<file path="src/rtl/setup_menu_n_pkg.sv">
// Shared types and constants for the lock setup menu: digit packs, the
// configuration record, reserved keypad codes and the menu state encoding.
package setup_menu_n_pkg;

  typedef logic [19:0][3:0] senhaPac_t;
  typedef logic [5:0][3:0]  bcdPac_t;

  typedef struct packed {
    logic       bip_status;
    logic [6:0] bip_time;
    logic [6:0] tranca_aut_time;
    senhaPac_t  senha_master;
  } setupCfg_t;

  // A reserved code is one hex value repeated over all 20 digits.
  localparam logic [3:0] CODE_SKIP   = 4'hF;
  localparam logic [3:0] CODE_SAVE   = 4'hB;
  localparam logic [3:0] CODE_BACK   = 4'hA;
  localparam logic [3:0] CODE_CANCEL = 4'hC;
  localparam logic [3:0] CODE_IGNORE = 4'hE;

  localparam senhaPac_t DEF_MASTER = {{16{4'hF}}, 16'h1234};
  localparam senhaPac_t DEF_USER   = '1;
  localparam logic      DEF_BIP    = 1'b1;

  typedef enum logic [3:0] {
    S_IDLE,
    S_LOAD,
    S_BIP_EN,
    S_BIP_TIME,
    S_TRC_TIME,
    S_PASS_MASTER,
    S_PASS_USER,
    S_SAVE,
    S_ABORT
  } state_t;

  function automatic logic is_code(input senhaPac_t v, input logic [3:0] c);
    return v == senhaPac_t'({20{c}});
  endfunction

endpackage

</file>
<file path="src/rtl/setup_menu_n_pass_check.sv">
// Combinational password validation: BCD digits followed only by trailing F,
// at least MIN_PASS_LEN digits long; stored value keeps MAX_PASS_LEN digits.
module pass_check
  import setup_menu_n_pkg::*;
#(
  parameter int unsigned MIN_PASS_LEN = 4,
  parameter int unsigned MAX_PASS_LEN = 12
) (
  input  senhaPac_t i_value,
  output logic      o_valid,
  output senhaPac_t o_stored
);

  logic w_seen_f;
  logic w_ok;

  // Scan from the newest digit upward: once an F is seen, only F may follow.
  always_comb begin
    w_seen_f = 1'b0;
    w_ok     = (i_value[MIN_PASS_LEN-1] != 4'hF);
    o_stored = '1;
    for (int unsigned i = 0; i < MAX_PASS_LEN; i++) begin
      o_stored[i] = i_value[i];
      if (i_value[i] == 4'hF) begin
        w_seen_f = 1'b1;
      end else if ((i_value[i] > 4'd9) || w_seen_f) begin
        w_ok = 1'b0;
      end
    end
    o_valid = w_ok;
  end

endmodule

</file>
<file path="src/rtl/setup_menu_n.sv">
// Installer setup menu: walks beep/auto-lock settings and passwords on a
// shadow copy that is committed on save and discarded on cancel or timeout.
module setup_menu_n
  import setup_menu_n_pkg::*;
#(
  parameter int unsigned N_USERS      = 4,
  parameter int unsigned MIN_TIME     = 5,
  parameter int unsigned MAX_TIME     = 60,
  parameter int unsigned MIN_PASS_LEN = 4,
  parameter int unsigned MAX_PASS_LEN = 12,
  parameter int unsigned TIMEOUT_CYC  = 30_000_000
) (
  input  logic                     clk,
  input  logic                     rst,
  input  logic                     setup_on,
  input  senhaPac_t                digitos_value,
  input  logic                     digitos_valid,
  input  setupCfg_t                cfg_cur,
  input  senhaPac_t [N_USERS-1:0]  senha_users_cur,
  output logic                     display_en,
  output bcdPac_t                  bcd_pac,
  output setupCfg_t                cfg_new,
  output senhaPac_t [N_USERS-1:0]  senha_users_new,
  output logic                     data_setup_ok,
  output logic                     setup_abort
);

  localparam int unsigned IW = (N_USERS > 1) ? $clog2(N_USERS) : 1;
  localparam int unsigned TW = $clog2(TIMEOUT_CYC + 1);
  localparam logic [6:0]  MIN_T = 7'(MIN_TIME);
  localparam logic [6:0]  MAX_T = 7'(MAX_TIME);
  localparam logic [IW-1:0] LAST_IDX = IW'(N_USERS - 1);
  localparam logic [TW-1:0] TMO_LAST = TW'(TIMEOUT_CYC - 1);
  localparam setupCfg_t CFG_DEFAULT = '{
    bip_status:      DEF_BIP,
    bip_time:        MIN_T,
    tranca_aut_time: MIN_T,
    senha_master:    DEF_MASTER
  };

  state_t                  r_state, w_state_nx;
  logic [IW-1:0]           r_idx, w_idx_nx;
  logic [TW-1:0]           r_timer, w_timer_nx;
  setupCfg_t               r_cfg, w_cfg_nx;
  senhaPac_t [N_USERS-1:0] r_users, w_users_nx;

  logic       w_strobe, w_adv, w_back;
  logic       w_tok;
  logic [6:0] w_tval, w_tclamp;
  logic       w_pass_ok;
  senhaPac_t  w_pass_val;
  bcdPac_t    w_bcd;
  logic [3:0] w_step;
  logic       w_has_step;

  pass_check #(
    .MIN_PASS_LEN(MIN_PASS_LEN),
    .MAX_PASS_LEN(MAX_PASS_LEN)
  ) u_pass_check (
    .i_value (digitos_value),
    .o_valid (w_pass_ok),
    .o_stored(w_pass_val)
  );

  assign w_strobe = digitos_valid && !is_code(digitos_value, CODE_IGNORE);
  assign w_tok    = (digitos_value[1] <= 4'd9) && (digitos_value[0] <= 4'd9);
  assign w_tval   = 7'(digitos_value[1]) * 7'd10 + 7'(digitos_value[0]);
  assign w_tclamp = (w_tval < MIN_T) ? MIN_T : ((w_tval > MAX_T) ? MAX_T : w_tval);

  always_ff @(posedge clk or negedge rst) begin
    if (!rst) begin
      r_state <= S_IDLE;
      r_idx   <= '0;
      r_timer <= '0;
      r_cfg   <= CFG_DEFAULT;
      r_users <= '1;
    end else begin
      r_state <= w_state_nx;
      r_idx   <= w_idx_nx;
      r_timer <= w_timer_nx;
      r_cfg   <= w_cfg_nx;
      r_users <= w_users_nx;
    end
  end

  always_comb begin
    w_state_nx = r_state;
    w_idx_nx   = r_idx;
    w_timer_nx = r_timer;
    w_cfg_nx   = r_cfg;
    w_users_nx = r_users;
    w_adv      = 1'b0;
    w_back     = 1'b0;
    unique case (r_state)
      S_IDLE: begin
        w_timer_nx = '0;
        if (setup_on) w_state_nx = S_LOAD;
      end
      S_LOAD: begin
        w_timer_nx = r_timer + TW'(1);
        w_cfg_nx   = cfg_cur;
        w_users_nx = senha_users_cur;
        w_state_nx = S_BIP_EN;
      end
      S_SAVE: w_state_nx = S_IDLE;
      S_ABORT: begin
        w_cfg_nx   = cfg_cur;
        w_users_nx = senha_users_cur;
        w_state_nx = S_IDLE;
      end
      default: begin
        w_timer_nx = r_timer + TW'(1);
        // A real strobe takes priority over a timeout landing on the same cycle.
        if (w_strobe) begin
          w_timer_nx = '0;
          if (is_code(digitos_value, CODE_SKIP)) begin
            w_adv = 1'b1;
          end else if (is_code(digitos_value, CODE_SAVE)) begin
            w_state_nx = S_SAVE;
          end else if (is_code(digitos_value, CODE_BACK)) begin
            w_back = 1'b1;
          end else if (is_code(digitos_value, CODE_CANCEL)) begin
            w_state_nx = S_ABORT;
          end else begin
            case (r_state)
              S_BIP_EN: if (digitos_value[0] <= 4'd1) begin
                w_cfg_nx.bip_status = digitos_value[0][0];
                w_adv = 1'b1;
              end
              S_BIP_TIME: if (w_tok) begin
                w_cfg_nx.bip_time = w_tclamp;
                w_adv = 1'b1;
              end
              S_TRC_TIME: if (w_tok) begin
                w_cfg_nx.tranca_aut_time = w_tclamp;
                w_adv = 1'b1;
              end
              S_PASS_MASTER: if (w_pass_ok) begin
                w_cfg_nx.senha_master = w_pass_val;
                w_adv = 1'b1;
              end
              S_PASS_USER: if (w_pass_ok) begin
                w_users_nx[r_idx] = w_pass_val;
                w_adv = 1'b1;
              end
              default: ;
            endcase
          end
        end else if (r_timer == TMO_LAST) begin
          w_state_nx = S_ABORT;
        end

        if (w_adv) begin
          case (r_state)
            S_BIP_EN:   w_state_nx = S_BIP_TIME;
            S_BIP_TIME: w_state_nx = S_TRC_TIME;
            S_TRC_TIME: w_state_nx = S_PASS_MASTER;
            S_PASS_MASTER: begin
              w_state_nx = S_PASS_USER;
              w_idx_nx   = '0;
            end
            S_PASS_USER: begin
              if (r_idx == LAST_IDX) w_state_nx = S_SAVE;
              else                   w_idx_nx   = r_idx + IW'(1);
            end
            default: ;
          endcase
        end

        if (w_back) begin
          case (r_state)
            S_BIP_TIME:    w_state_nx = S_BIP_EN;
            S_TRC_TIME:    w_state_nx = S_BIP_TIME;
            S_PASS_MASTER: w_state_nx = S_TRC_TIME;
            S_PASS_USER: begin
              if (r_idx == '0) w_state_nx = S_PASS_MASTER;
              else             w_idx_nx   = r_idx - IW'(1);
            end
            default: ;
          endcase
        end
      end
    endcase
  end

  always_comb begin
    w_bcd      = '1;
    w_step     = 4'd0;
    w_has_step = 1'b1;
    case (r_state)
      S_BIP_EN: begin
        w_step   = 4'd1;
        w_bcd[0] = digitos_value[0];
      end
      S_BIP_TIME: begin
        w_step     = 4'd2;
        w_bcd[1:0] = digitos_value[1:0];
      end
      S_TRC_TIME: begin
        w_step     = 4'd3;
        w_bcd[1:0] = digitos_value[1:0];
      end
      S_PASS_MASTER: w_step = 4'd4;
      S_PASS_USER:   w_step = 4'd5 + 4'(r_idx);
      default:       w_has_step = 1'b0;
    endcase
    if (w_has_step) begin
      w_bcd[5] = (w_step >= 4'd10) ? 4'd1 : 4'd0;
      w_bcd[4] = (w_step >= 4'd10) ? (w_step - 4'd10) : w_step;
    end
  end

  always_ff @(posedge clk or negedge rst) begin
    if (!rst) begin
      display_en    <= 1'b0;
      bcd_pac       <= '1;
      data_setup_ok <= 1'b0;
      setup_abort   <= 1'b0;
    end else begin
      display_en    <= (r_state != S_IDLE) && (r_state != S_ABORT);
      bcd_pac       <= w_bcd;
      data_setup_ok <= (r_state == S_SAVE);
      setup_abort   <= (r_state == S_ABORT);
    end
  end

  assign cfg_new         = r_cfg;
  assign senha_users_new = r_users;

endmodule

</file>
<file path="config.mk">
export PLATFORM = sky130hd
export DESIGN_NAME = setup_menu_n
export DESIGN_NICKNAME = d
export VERILOG_FILES = /design/src/rtl/setup_menu_n_pkg.sv /design/src/rtl/setup_menu_n_pass_check.sv /design/src/rtl/setup_menu_n.sv
export SDC_FILE = /design/constraint.sdc
export NUM_CORES = 1
export LEC_CHECK = 0
export ABC_AREA = 1
export CAP_MARGIN = 20
export CORE_AREA = 4 4 362 364
export DETAILED_ROUTE_END_ITERATION = 7
export DIE_AREA = 0 0 366 368
export SYNTH_ARGS = -nofsm -noshare
export SYNTH_HDL_FRONTEND = slang
export SYNTH_SLANG_ARGS = --single-unit
</file>
<file path="constraint.sdc">
create_clock -name clk -period 4.63 [get_ports clk]
set_input_delay 1.1575 -clock clk [delete_from_list [all_inputs] [get_ports clk]]
set_output_delay 1.1575 -clock clk [all_outputs]
set_load 0.01 [all_outputs]
</file>
==> results of run 1 <==
==> area by class of cell <==
class,count,area [sq um]
Tap cell,1662,2080
Inverter,315,1190
Sequential cell,463,12100
Multi-Input combinational cell,2224,9740
Antenna cell,13,32.5
Fill cell,13800,90100
Clock inverter,29,323
Clock buffer,83,1740
Timing Repair Buffer,999,10100
==> sequential cells by signal (all words and copies together) (netlist names) <==
register,count
data_setup_ok,1
r_state,4
display_en,1
r_timer,25
setup_abort,1
r_idx,2
bcd_pac,14
cfg_new,95
senha_users_new,320
==> critical path, stage by stage <==
cell and delay (ns):
clkdlybuf4s50_1 0.69, buf_4 0.29, o21ai_0 0.07, nand2_1 0.20, nor2_1 0.22, nand2_1 0.07
nor2_1 0.12, nand3_1 0.16, o21a_1 0.24, nor3_4 0.22, buf_12 0.18, buf_4 0.41
nand3_1 0.28, nand2_1 0.14
==> synth_stat cells, drive strengths merged <==
cell type	count
nand2	1119
dfstp	408
nand3	319
inv	314
nor2	272
o21ai	211
a21oi	177
clkbuf	110
buf	67
dfrtp	55
nor3	33
nand4	26
ha	12
nor4	8
xor2	8
or2	4
a31oi	3
and2	3
and3	3
a22o	2
fa	2
o21bai	2
o221ai	2
xnor2	2
a22oi	1
a31o	1
clkinv	1
conb	1
nand3b	1
o211ai	1
o21a	1
o22ai	1
o311ai	1
o31ai	1
==> power groups by stage <==
stage,Sequential [mW],Combinational [mW],Clock [mW]
final,7.46,12.3,4.97
after global routing,7.64,13.3,5.27
after global placement,7.47,12.4,0
after CTS,7.45,12.5,5.12
after detailed placement,7.46,12.5,0
after floorplan,8.05,4.52,0
==> kinds of logic after synthesis <==
group / Yosys count / synth area share
AND/OR/NAND/NOR: 1788 / 0.307
adder cells (fa/ha/maj): 14 / 0.00804
XOR/XNOR: 10 / 0.00370
buffers and inverters: 492 / 0.0823
flip-flops: 463 / 0.511
AO/OA/AOI/OAI: 404 / 0.0872
other: 1 / 0.000158
==> layer usage <==
layer,share of wire,track usage,wire length (um),vias to the layer above
met1,0.41,0.264,61600,12800
met3,0.090,0.0715,13500,261
met5,0.0016,0,239,-
li1,-,-,-,11800
met2,0.46,0.348,68800,1254
met4,0.038,0.0718,5720,34
==> worst min-delay path by stage <==
stage | startpoint | endpoint | slack, ns | cells after the start
after floorplan | senha_users_new[284]$_DFFE_PN1P_ | senha_users_new[284]$_DFFE_PN1P_ | 0.47 | 2
after detailed placement | senha_users_new[144]$_DFFE_PN1P_ | senha_users_new[144]$_DFFE_PN1P_ | 0.45 | 2
final | cfg_new[58]$_DFFE_PN1P_ | cfg_new[58]$_DFFE_PN1P_ | 0.46 | 2
after CTS | cfg_new[58]$_DFFE_PN1P_ | cfg_new[58]$_DFFE_PN1P_ | 0.46 | 2
after global placement | senha_users_new[24]$_DFFE_PN1P_ | senha_users_new[24]$_DFFE_PN1P_ | 0.45 | 2
after global routing | cfg_new[35]$_DFFE_PN1P_ | cfg_new[35]$_DFFE_PN1P_ | 0.47 | 2
==> through the flow <==
| step | utilization | total power [mW] | setup slack [ns] | hold WS (ns) |
|---|---|---|---|---|
| after detailed placement | 0.276 | 20.0 | 0.110 | 0.452 |
| after global placement | 0.276 | 19.9 | 0.123 | 0.450 |
| after CTS | 0.292 | 25.1 | 0.859 | 0.461 |
| after global routing | 0.293 | 26.2 | 0.702 | 0.471 |
| final | 0.293 | 24.7 | 0.735 | 0.458 |
| after floorplan | - | 12.6 | 1.53 | 0.468 |
==> flow_summary.toml, run 1 <==
[global_routing]
grt_pass1_vias = 26100
grt_max_degree = 111
grt_antenna_before_repair = 48
gr-usage-all-layers = 0.214
grt-ovfl-total = 0
grt_pass1_wl_um = 207000

[route]
drc = 0
viasPerCell = 4.52
vias = 26200
wl_um = 150000
routedWlPerCell_um = 25.9
drtIter0Drc = 2137
drt-pass1-iter-count = 7
antenna_left = 0

[timing]
slew_headroom = 0.308
worst_pin_slew_ns = 1.04
fin_setup_tns_ns = 0
min_period_over_period = 0.841
grt_setup_unrepaired = "false"
finClkSkew_ns = 0.0282
setup_viol = 0
hold_viol = 0
report.final.slew_viol_count = 0
fmax_mhz = 257
period_needed_ns = 3.89

[floorplanning]
die_area_sq_mm = 0.135
core_sq_mm = 0.127
ios = 941
fp-row-count = 131
start_util = 0.186
fp.dieW_um = 366
die_h_um = 368

[power]
leakagePower_nw = 16.2
combPwrFrac = 0.498
swShare = 0.436
powerDensity_mw_per_mm2 = 664
peakVddDrop_mv = 0.569
clockPowerShare = 0.201
internal_power_mw = 13.9
p_seq_frac = 0.302
switchingPower_mw = 10.8

[cells_and_area]
final_area_sq_mm = 0.0373
nets = 4577
final_cell_mix = "nand2_1 (1110), clkdlybuf4s50_1 (931), dfstp_2 (408)"
final_cells = 5788
final_common_cell = "nand2_1"
drive_gt1_frac = 0.146
area_growth_pct = 57.5

[job]
drv_cap = 0

[setup_path]
arrival_ns = 4.51
crit_type = "input pin to flip-flop"
crit_fanout = 33
r2r_end = "senha_users_new[204]$_DFFE_PN1P_"
rrSetupSlack_ns = 1.25
worst-endpoint-required_ns = 5.24
crit_path_end_kind = "flip-flop"
worst_setup_path_start_kind = "input pin"
rr_startpoint = "r_state[1]$_DFFE_PN0P_"
reg2regPathDepth = 10
crit_path_end = "senha_users_new[4]$_DFFE_PN1P_"
cp-startpoint = "digitos_value[7]"

[clocking]
ctsResizeCount = 0
clk_latency_ns = 0.68
clkTransAtPathRegs_ns = 0.07
cts_setup_buffers = 0
htree_levels = 2
clockRootBuffer = "clkbuf_16"
cts_buffers = 61
cts_tree = "built"
clock_sinks = 463
ctsHoldBuffers = 0
clock_path_buffers = 3

[hold_path]
holdCritPathClass = "flip-flop to flip-flop"

[place]
placed_cell_area_sq_mm = 0.0352
place.port_buffers = 932
gp_congestion = 0.939
hpwl_um = 115000
dpl.cell_count = 5663

[synth]
synthCells = 3172
yosys.cell_types.count = 39
ys_seq_area_frac = 0.511
syn_area_sq_mm = 0.0237
ys_seq_elements = 463
yosys.area.top_type = "dfstp_2"
synth_top_area_frac = 0.453
syn_area_per_cell_sq_um = 7.46
synthTopCellsByArea = "dfstp_2 (45%), nand2_1 (18%), nand3_1 (6.7%)"
yosysWarnings = 0

[run_status]
status = "completed"
No activity file was read; power rests on OpenSTA's default activity.
==> run 2, diff against run 1 <==
--- a/config.mk
+++ b/config.mk
@@ -7,9 +7,9 @@
 export LEC_CHECK = 0
 export ABC_AREA = 1
 export CAP_MARGIN = 20
-export CORE_AREA = 4 4 362 364
+export CORE_AREA = 4 4 363 365
 export DETAILED_ROUTE_END_ITERATION = 7
-export DIE_AREA = 0 0 366 368
+export DIE_AREA = 0 0 367 369
 export SYNTH_ARGS = -nofsm -noshare
 export SYNTH_HDL_FRONTEND = slang
 export SYNTH_SLANG_ARGS = --single-unit
==> constraint.sdc (replaced) <==
create_clock -name clk -period 3.2 [get_ports clk]
set_input_delay 0.8 -clock clk [delete_from_list [all_inputs] [get_ports clk]]
set_output_delay 0.8 -clock clk [all_outputs]
set_load 0.01 [all_outputs]
==> flow_summary.toml, run 2 (synthesized netlist as in run 1, its figures left out) <==
[run_status]
status = "completed"

[setup_path]
cp_cell_sequence = "clkdlybuf4s50_1 > buf_4 > nand2_1 > inv_1 > nand3_1 > inv_1 > nand2_1 > nor2_1 > nand3_1 > nand3_1 > nor2_1 > nor2_1 > buf_4 > nor3_4 > buf_12 > nand2_4 > buf_12 > a21oi_1"
rrSetupSlack_ns = 0.26
rr_startpoint = "r_state[1]$_DFFE_PN0P_"
crit_type = "input pin to flip-flop"
worst-endpoint-required_ns = 3.76
crit_buf_inv = 7
path_depth = 18
crit_fanout = 32
crit_path_end = "senha_users_new[149]$_DFFE_PN1P_"
reg2regPathDepth = 10
cp-startpoint = "digitos_value[30]"
r2r_end = "senha_users_new[240]$_DFFE_PN1P_"
arrival_ns = 3.62
cpLargestDelayFamily = "buffers and inverters"
max_stage_delay_ns = 0.53
slowest_stage = "clkdlybuf4s50_1"
crit_path_end_kind = "flip-flop"
worst_setup_path_start_kind = "input pin"

[timing]
slew_headroom = 0.492
setup_viol = 0
fin_hold_ws_ns = 0.354
grt_setup_unrepaired = "false"
worst_pin_slew_ns = 0.761
finClkSkew_ns = 0.0474
hold_viol = 0
min_period_over_period = 0.956
fmax_mhz = 327
period_needed_ns = 3.06
report.final.slew_viol_count = 0

[cells_and_area]
final_area_sq_mm = 0.0391
regArea_sq_mm = 0.0121
largest_reg_flops = 320
area_growth_pct = 65.2
final_cells = 6032
drive_gt1_frac = 0.189
nets = 4797
final_common_cell = "nand2_1"
fill_cells = 13800
final_cell_mix = "nand2_1 (1109), clkdlybuf4s50_1 (928), dfstp_2 (408)"
multiInputGateArea_sq_mm = 0.00974

[place]
dpl.cell_count = 5897
hpwl_um = 120000
placed_cell_area_sq_mm = 0.0371
place.port_buffers = 932
gp_congestion = 0.949

[global_routing]
gr-usage-all-layers = 0.211
grt_max_degree = 129
grt-ovfl-total = 0
grt_pass1_wl_um = 205000
grt_antenna_before_repair = 44
grt_pass1_vias = 26400

[floorplanning]
fp-row-count = 132
ios = 941
die_area_sq_mm = 0.135
start_util = 0.184
die_h_um = 369
core_sq_mm = 0.129
fp.dieW_um = 367

[route]
dr_wl_met2_um = 68500
vias = 26800
drtIter0Drc = 2385
viasPerCell = 4.44
wl_um = 150000
drc = 0
wl_met3_um = 13200
top_layer_used = "met5"
antenna_left = 0
met1Wirelength_um = 63200
routedWlPerCell_um = 24.8
drt-pass1-iter-count = 6

[clocking]
htree_levels = 2
clkTransAtPathRegs_ns = 0.06
clk_latency_ns = 0.68
cts_buffers = 58
clock_path_buffers = 3
clock_sinks = 463
cts_tree = "built"
ctsHoldBuffers = 0
clockRootBuffer = "clkbuf_16"

[power]
powerDensity_mw_per_mm2 = 933
peakVddDrop_mv = 0.495
leakagePower_nw = 17.3

[job]
drv_cap = 0

[hold_path]
holdCritPathClass = "input pin to asynchronous set/reset pin"
[run 2: area by class of cell]
| cell class | instances | area share |
|---|---|---|
| Inverter | 315 | 0.0304 |
| Antenna cell | 26 | 0.00166 |
| Tap cell | 1675 | 0.0536 |
| Multi-Input combinational cell | 2224 | 0.249 |
| Clock buffer | 85 | 0.0449 |
| Sequential cell | 463 | 0.309 |
| Clock inverter | 22 | 0.00387 |
| Timing Repair Buffer | 1222 | 0.307 |
[run 2: what timing repair did]
| action | in CTS | in global routing |
|---|---|---|
| gates resized for setup | 0 | 6 |
| endpoints found under the setup margin | 0 | 23 |
| buffers inserted | 0 | 1 |
[run 2: layer usage]
metal | GRT usage | up-vias
li1 | - | 12300
met1 | 0.275 | 13000
met2 | 0.340 | 1246
met3 | 0.0558 | 218
met4 | 0.0664 | 14
met5 | 0 | -
[run 2: how the worst min path moves through the flow]
stage | end | depth (start not counted) | startpoint | slack, ns
after floorplan | senha_users_new[284]$_DFFE_PN1P_ | 2 | senha_users_new[284]$_DFFE_PN1P_ | 0.47
after global placement | senha_users_new[7]$_DFFE_PN1P_ | 2 | senha_users_new[7]$_DFFE_PN1P_ | 0.45
after detailed placement | cfg_new[22]$_DFFE_PN1P_ | 2 | cfg_new[22]$_DFFE_PN1P_ | 0.45
after CTS | senha_users_new[98]$_DFFE_PN1P_ | 1 | rst | 0.32
after global routing | senha_users_new[98]$_DFFE_PN1P_ | 1 | rst | 0.34
final | senha_users_new[115]$_DFFE_PN1P_ | 1 | rst | 0.35
[run 2: worst register-to-register path, cell delays in order, from the launching register on]
cell and delay (ns):
dfrtp_1 0.48, nor2_1 0.11, nand2_1 0.12, nor2_1 0.12, nor2_4 0.47, buf_12 0.37, nand2_1 0.28, buf_4 0.28
o21ai_0 0.40, nand3_1 0.13, nand2_1 0.08
[run 2: power breakdown]
group          internal, mW  total, mW  switching [mW]
Clock                  3.79       6.70            2.90
Combinational          7.51       19.0            11.5
Sequential             9.45       10.8            1.31
Total                  20.8       36.5            15.7
[run 2: through the flow]
stage               TNS [ns]  utilization  setup slack (ns)  power (mW)
finish                     0        0.304             0.142        36.5
global route               0        0.303           0.00490        38.5
CTS                        0        0.303            0.0473        36.8
detailed placement   -161.58        0.288            -0.653        29.8
global placement     -159.75        0.288            -0.667        29.7
floorplan                  0            -             0.459        18.2
==> run 3, diff against run 2 <==
--- a/config.mk
+++ b/config.mk
@@ -6,7 +6,7 @@
 export NUM_CORES = 1
 export LEC_CHECK = 0
 export ABC_AREA = 1
-export CAP_MARGIN = 20
+export CAP_MARGIN = 15
 export CORE_AREA = 4 4 363 365
 export DETAILED_ROUTE_END_ITERATION = 7
 export DIE_AREA = 0 0 367 369
==> results of run 3 <==
Final layout, timing and power as in run 2 (identical DEF).
